--- config.mk ---
export PLATFORM = sky130hd
export DESIGN_NAME = vend_sequencer
export DESIGN_NICKNAME = d
export VERILOG_FILES = /design/src/rtl/vend_sequencer.sv
export SDC_FILE = /design/constraint.sdc
export NUM_CORES = 1
export LEC_CHECK = 0
export ABC_AREA = 1
export BUFFER_PORTS_ARGS = -buffer_cell sky130_fd_sc_hd__buf_2
export CORE_MARGIN = 2
export CORE_UTILIZATION = 50
export DETAILED_ROUTE_END_ITERATION = 10
export MAX_ROUTING_LAYER = met4
export PLACE_DENSITY = 0.74
export SKIP_LAST_GASP = 1
export SYNTH_ARGS = -nofsm -noshare
export SYNTH_HDL_FRONTEND = slang
export SYNTH_SLANG_ARGS = --single-unit
--- constraint.sdc ---
create_clock -name clk -period 4.1 [get_ports clk]
set_clock_uncertainty 0.1 [all_clocks]
set_input_delay 1.025 -clock clk [delete_from_list [all_inputs] [get_ports clk]]
set_output_delay 1.025 -clock clk [all_outputs]
set_load 0.005 [all_outputs]
--- src/rtl/vend_sequencer.sv ---
// Vending transaction controller: coin credit, vend/change arbitration,
// and req/ack sequencing of the dispenser and the change hopper.
module vend_sequencer #(
    parameter int CREDIT_W   = 8,
    parameter int MAX_CREDIT = 20,
    parameter int PRICE0     = 1,
    parameter int PRICE1     = 2,
    parameter int PRICE2     = 3,
    parameter int PRICE3     = 5,
    parameter int PRICE4     = 7
) (
    input  logic                clk,
    input  logic                reset,
    input  logic                coin_100,
    input  logic                coin_500,
    input  logic                vend_req,
    input  logic                change_req,
    input  logic [2:0]          sel,
    output logic                disp_req,
    output logic [2:0]          disp_item,
    input  logic                disp_ack,
    output logic                chg_req,
    input  logic                chg_ack,
    output logic [CREDIT_W-1:0] credit,
    output logic [4:0]          can_buy,
    output logic                busy,
    output logic                coin_reject,
    output logic                vend_err
);

    localparam int CW1 = CREDIT_W + 1;

    generate
        if (MAX_CREDIT + 5 > (1 << CREDIT_W) - 1) begin : g_width_chk
            $error("vend_sequencer: MAX_CREDIT+5 does not fit CREDIT_W");
        end
    endgenerate

    typedef enum logic [1:0] {
        S_IDLE     = 2'd0,
        S_DISPENSE = 2'd1,
        S_CHANGE   = 2'd2
    } state_e;

    state_e                state_q, state_d;
    logic [CREDIT_W-1:0]   credit_q, credit_d;
    logic                  disp_req_q, disp_req_d;
    logic [2:0]            disp_item_q, disp_item_d;
    logic                  chg_req_q, chg_req_d;
    logic                  busy_q, busy_d;
    logic                  coin_reject_q, coin_reject_d;
    logic                  vend_err_q, vend_err_d;

    logic                  have_coin;
    logic [CW1-1:0]        coin_sum;
    logic [CW1-1:0]        coin_total;
    logic                  coin_fits;
    logic                  vend_ok;

    function automatic logic [CREDIT_W-1:0] price_of(input logic [2:0] idx);
        logic [CREDIT_W-1:0] p;
        case (idx)
            3'd0:    p = CREDIT_W'(PRICE0);
            3'd1:    p = CREDIT_W'(PRICE1);
            3'd2:    p = CREDIT_W'(PRICE2);
            3'd3:    p = CREDIT_W'(PRICE3);
            3'd4:    p = CREDIT_W'(PRICE4);
            default: p = '0;
        endcase
        return p;
    endfunction

    // One extra bit so the coin sum can never wrap before the ceiling test.
    assign have_coin  = coin_100 | coin_500;
    assign coin_sum   = CW1'(coin_100) + (coin_500 ? CW1'(5) : CW1'(0));
    assign coin_total = {1'b0, credit_q} + coin_sum;
    assign coin_fits  = coin_total <= CW1'(MAX_CREDIT);
    assign vend_ok    = (sel <= 3'd4) && (credit_q >= price_of(sel));

    always_comb begin
        state_d       = state_q;
        credit_d      = credit_q;
        disp_req_d    = disp_req_q;
        disp_item_d   = disp_item_q;
        chg_req_d     = chg_req_q;
        coin_reject_d = 1'b0;
        vend_err_d    = 1'b0;
        unique case (state_q)
            S_IDLE: begin
                if (change_req && credit_q != '0) begin
                    state_d       = S_CHANGE;
                    chg_req_d     = 1'b1;
                    coin_reject_d = have_coin;
                end else if (vend_req && vend_ok) begin
                    state_d       = S_DISPENSE;
                    disp_req_d    = 1'b1;
                    disp_item_d   = sel;
                    coin_reject_d = have_coin;
                end else begin
                    vend_err_d = vend_req;
                    if (have_coin) begin
                        if (coin_fits) begin
                            credit_d = coin_total[CREDIT_W-1:0];
                        end else begin
                            coin_reject_d = 1'b1;
                        end
                    end
                end
            end
            S_DISPENSE: begin
                coin_reject_d = have_coin;
                if (disp_ack) begin
                    credit_d   = credit_q - price_of(disp_item_q);
                    disp_req_d = 1'b0;
                    state_d    = S_IDLE;
                end
            end
            S_CHANGE: begin
                coin_reject_d = have_coin;
                if (chg_ack && credit_q != '0) begin
                    credit_d = credit_q - CREDIT_W'(1);
                    if (credit_q == CREDIT_W'(1)) begin
                        chg_req_d = 1'b0;
                        state_d   = S_IDLE;
                    end
                end
            end
            default: begin
                state_d    = S_IDLE;
                disp_req_d = 1'b0;
                chg_req_d  = 1'b0;
            end
        endcase
        busy_d = (state_d != S_IDLE);
    end

    always_ff @(posedge clk or negedge reset) begin
        if (!reset) begin
            state_q       <= S_IDLE;
            credit_q      <= '0;
            disp_req_q    <= 1'b0;
            disp_item_q   <= '0;
            chg_req_q     <= 1'b0;
            busy_q        <= 1'b0;
            coin_reject_q <= 1'b0;
            vend_err_q    <= 1'b0;
        end else begin
            state_q       <= state_d;
            credit_q      <= credit_d;
            disp_req_q    <= disp_req_d;
            disp_item_q   <= disp_item_d;
            chg_req_q     <= chg_req_d;
            busy_q        <= busy_d;
            coin_reject_q <= coin_reject_d;
            vend_err_q    <= vend_err_d;
        end
    end

    always_comb begin
        can_buy = '0;
        for (int i = 0; i < 5; i++) begin
            can_buy[i] = (state_q == S_IDLE) &&
                         (credit_q >= price_of(3'(i)));
        end
    end

    assign credit      = credit_q;
    assign disp_req    = disp_req_q;
    assign disp_item   = disp_item_q;
    assign chg_req     = chg_req_q;
    assign busy        = busy_q;
    assign coin_reject = coin_reject_q;
    assign vend_err    = vend_err_q;

endmodule
==> results_dict.tcl <==
set metrics [dict create \
    synth.top_cell.area_share 0.239 \
    yosysWarningCount 0 \
    slew_violations 0 \
    synth_area_leaders "dfrtp_1 (24%), nand2_1 (17%), ha_1 (11%), nand3_1 (8.2%), inv_1 (8.2%)" \
    drt_iter0_drc 165 \
    period_share 0.706 \
    dieArea_um2 4280 \
    root_buffer "clkbuf_8" \
    wl_mm 5.16 \
    hpwl_mm 4.09 \
    synthArstFlopShare 1.00 \
    relSlewSlack 0.632 \
    synth_top_area_cell "dfrtp_1" \
    clk_latency_ps 270 \
    synth_cell_types 30 \
    reg2reg_depth 17 \
    start_util 0.520 \
    routed_via_density 5.33 \
    ir_drop_mv 0.376 \
    arrival_ps 1770 \
    clockBufferDepth 2 \
    p_per_area_nw_per_um2 862 \
    drive_gt1_frac 0.180 \
    run_status "finished, final reports clean" \
    tns_ps 0 \
    n_fill_cell 374 \
    fp.dieH_um 65.5 \
    insertedDiodeCount 0 \
    total_power_mw 1.85 \
    syn-cell-area_um2 1890 \
    gp_congestion 0.931 \
    r2r_slack_ps 1550 \
    cp-end-kind "output pin" \
    hold_buffers 0 \
    r2r-end "credit[1]" \
    grt_pass1_vias 1929 \
    die_w_um 65.5 \
    rows 22 \
    hold_class "flop to flop" \
    netlist_instances 295 \
    areaGrowthSynthToFinish_pct 13.7 \
    io_buffers 31 \
    setup_viol 0 \
    synth_ff_type "dfrtp_1" \
    path_class "flop to output pin" \
    overflow 0 \
    cts_resized 0 \
    grt_usage 0.281 \
    p_leak_nw 1.20 \
    tightest_slew_ps 553 \
    drc_errors 0 \
    io_pins 32 \
    crit_fanout 10 \
    synth_nets 324 \
    core_um2 3630 \
    worstHoldPathCells 2 \
    min_from "chg_req" \
    finalHoldViolCount 0 \
    reg2reg_from "credit[0]" \
    tritoncts "done" \
    antenna_found_initial 0 \
    ys_seq_area_frac 0.239 \
    postCtsSetupBuffers 0 \
    drv_cap 0 \
    wl_per_cell_um 13.8 \
    cts.clk_slew.worst_paths_ps 80 \
    regArea_um2 450 \
    hold_end "chg_req" \
    fin_crit_ps 2900 \
    cts_made_buffers 3 \
    multiInputGateArea_um2 1250 \
    rsz0062_at_grt "no" \
    vias 1998 \
    cp.required_ps 2970 \
    final_antenna_net_count 0 \
    htreeDepth 1 \
    ys_ff_latch 18 \
    grt_pass1_wl_mm 8.85 \
    grt_max_degree 19 \
    nNetsFinal 357 \
    drt-pass1-iter-count 4 \
    cts_num_sinks 18 \
    cp-start-kind "flop" \
    postSynthAreaPerCell_um2 6.40 \
    max_freq_ghz 0.345 \
    synth_edf_count 0 \
]
-- power by group --
| part | switching (mW) | internal (mW) |
|---|---|---|
| registers | 0.136 | 0.259 |
| logic | 0.829 | 0.469 |
| clock network | 0.0719 | 0.0859 |
| total | 1.04 | 0.814 |
-- routing by layer --
metal  vias to the layer above  wire (um)  global-route usage
met5                         -          0                   -
met4                         0        136               0.138
met3                        13        386              0.0514
met2                        76       2350               0.435
met1                       892       2290               0.356
li1                       1017          -                   -
-- critical path, cell delays in order, from the launching register on --
cell	delay, ps
dfrtp_1	590
inv_1	160
ha_1	240
nand2_1	100
inv_1	90
a31oi_1	180
buf_2	130
-- stage by stage --
step / instance area [um2] / cells / utilization / hold slack, ps / setup WS (ps)
after floorplan: 1890 / 295 / - / 376 / 1290
after global placement: 2090 / 371 / 0.575 / 376 / 1040
after detailed placement: 2090 / 371 / 0.575 / 404 / 997
after CTS: 2150 / 375 / 0.591 / 424 / 1220
after global routing: 2150 / 375 / 0.591 / 452 / 1020
final: 2150 / 375 / 0.591 / 415 / 1200
-- sequential cells by signal (all words and copies together), names as in the netlist --
| signal | cells |
|---|---|
| state_q | 2 |
| disp_req | 1 |
| busy | 1 |
| credit | 8 |
| disp_item | 3 |
| vend_err | 1 |
| coin_reject | 1 |
| chg_req | 1 |
-- layout by cell type (no fill, tap or decap), types with 2 or more instances in the layout --
master | netlist | layout
nand4_1 | 3 | 3
nand2_2 | 6 | 6
a21oi_1 | 16 | 16
dfrtp_1 | 18 | 18
nand3_2 | 3 | 3
a31oi_1 | 6 | 6
nor2_1 | 20 | 20
buf_2 | 1 | 31
inv_2 | 4 | 4
ha_1 | 16 | 16
nor3_1 | 2 | 2
fa_1 | 2 | 2
nand2_4 | 2 | 2
inv_1 | 41 | 41
nand3_1 | 31 | 31
o21ai_0 | 21 | 21
nand2_1 | 86 | 86
nor2_2 | 4 | 4
clkbuf_8 | 0 | 4
-- cell usage after synthesis, types with 2 or more instances --
cell,instances
nand4_1,3
nand2_4,2
dfrtp_1,18
nand2_2,6
nand3_2,3
inv_1,41
ha_1,16
inv_2,4
nor2_2,4
nor3_1,2
nand2_1,86
a31oi_1,6
clkbuf_1,2
o21ai_0,21
fa_1,2
nor2_1,20
a21oi_1,16
nand3_1,31
-- how the worst max path moves through the flow --
stage | end | startpoint | slack (ps)
final | can_buy[0] | credit[1] | 1200
after global placement | credit[1] | coin_500 | 1040
after detailed placement | credit[3] | coin_500 | 1000
after floorplan | credit[1] | coin_100 | 1290
after global routing | credit[7] | coin_500 | 1020
after CTS | can_buy[0] | credit[1] | 1220
-- cells by family (layout without fill, tap and decap cells) --
family,after synthesis,after routing,synth area share
adder cells (fa/ha/maj),18,18,0.127
buffers and inverters,49,81,0.0981
AO/OA/AOI/OAI,46,46,0.128
AND/OR/NAND/NOR,164,164,0.408
flip-flops,18,18,0.239
-- final cells by class --
| class | instances | area share |
|---|---|---|
| sequential | 18 | 0.210 |
| inverter | 46 | 0.0805 |
| timing repair buffer | 31 | 0.0723 |
| tap | 48 | 0.0280 |
| multi-input combinational | 228 | 0.584 |
| clock buffer | 4 | 0.0257 |
Power figures use the tool's default switching activity.
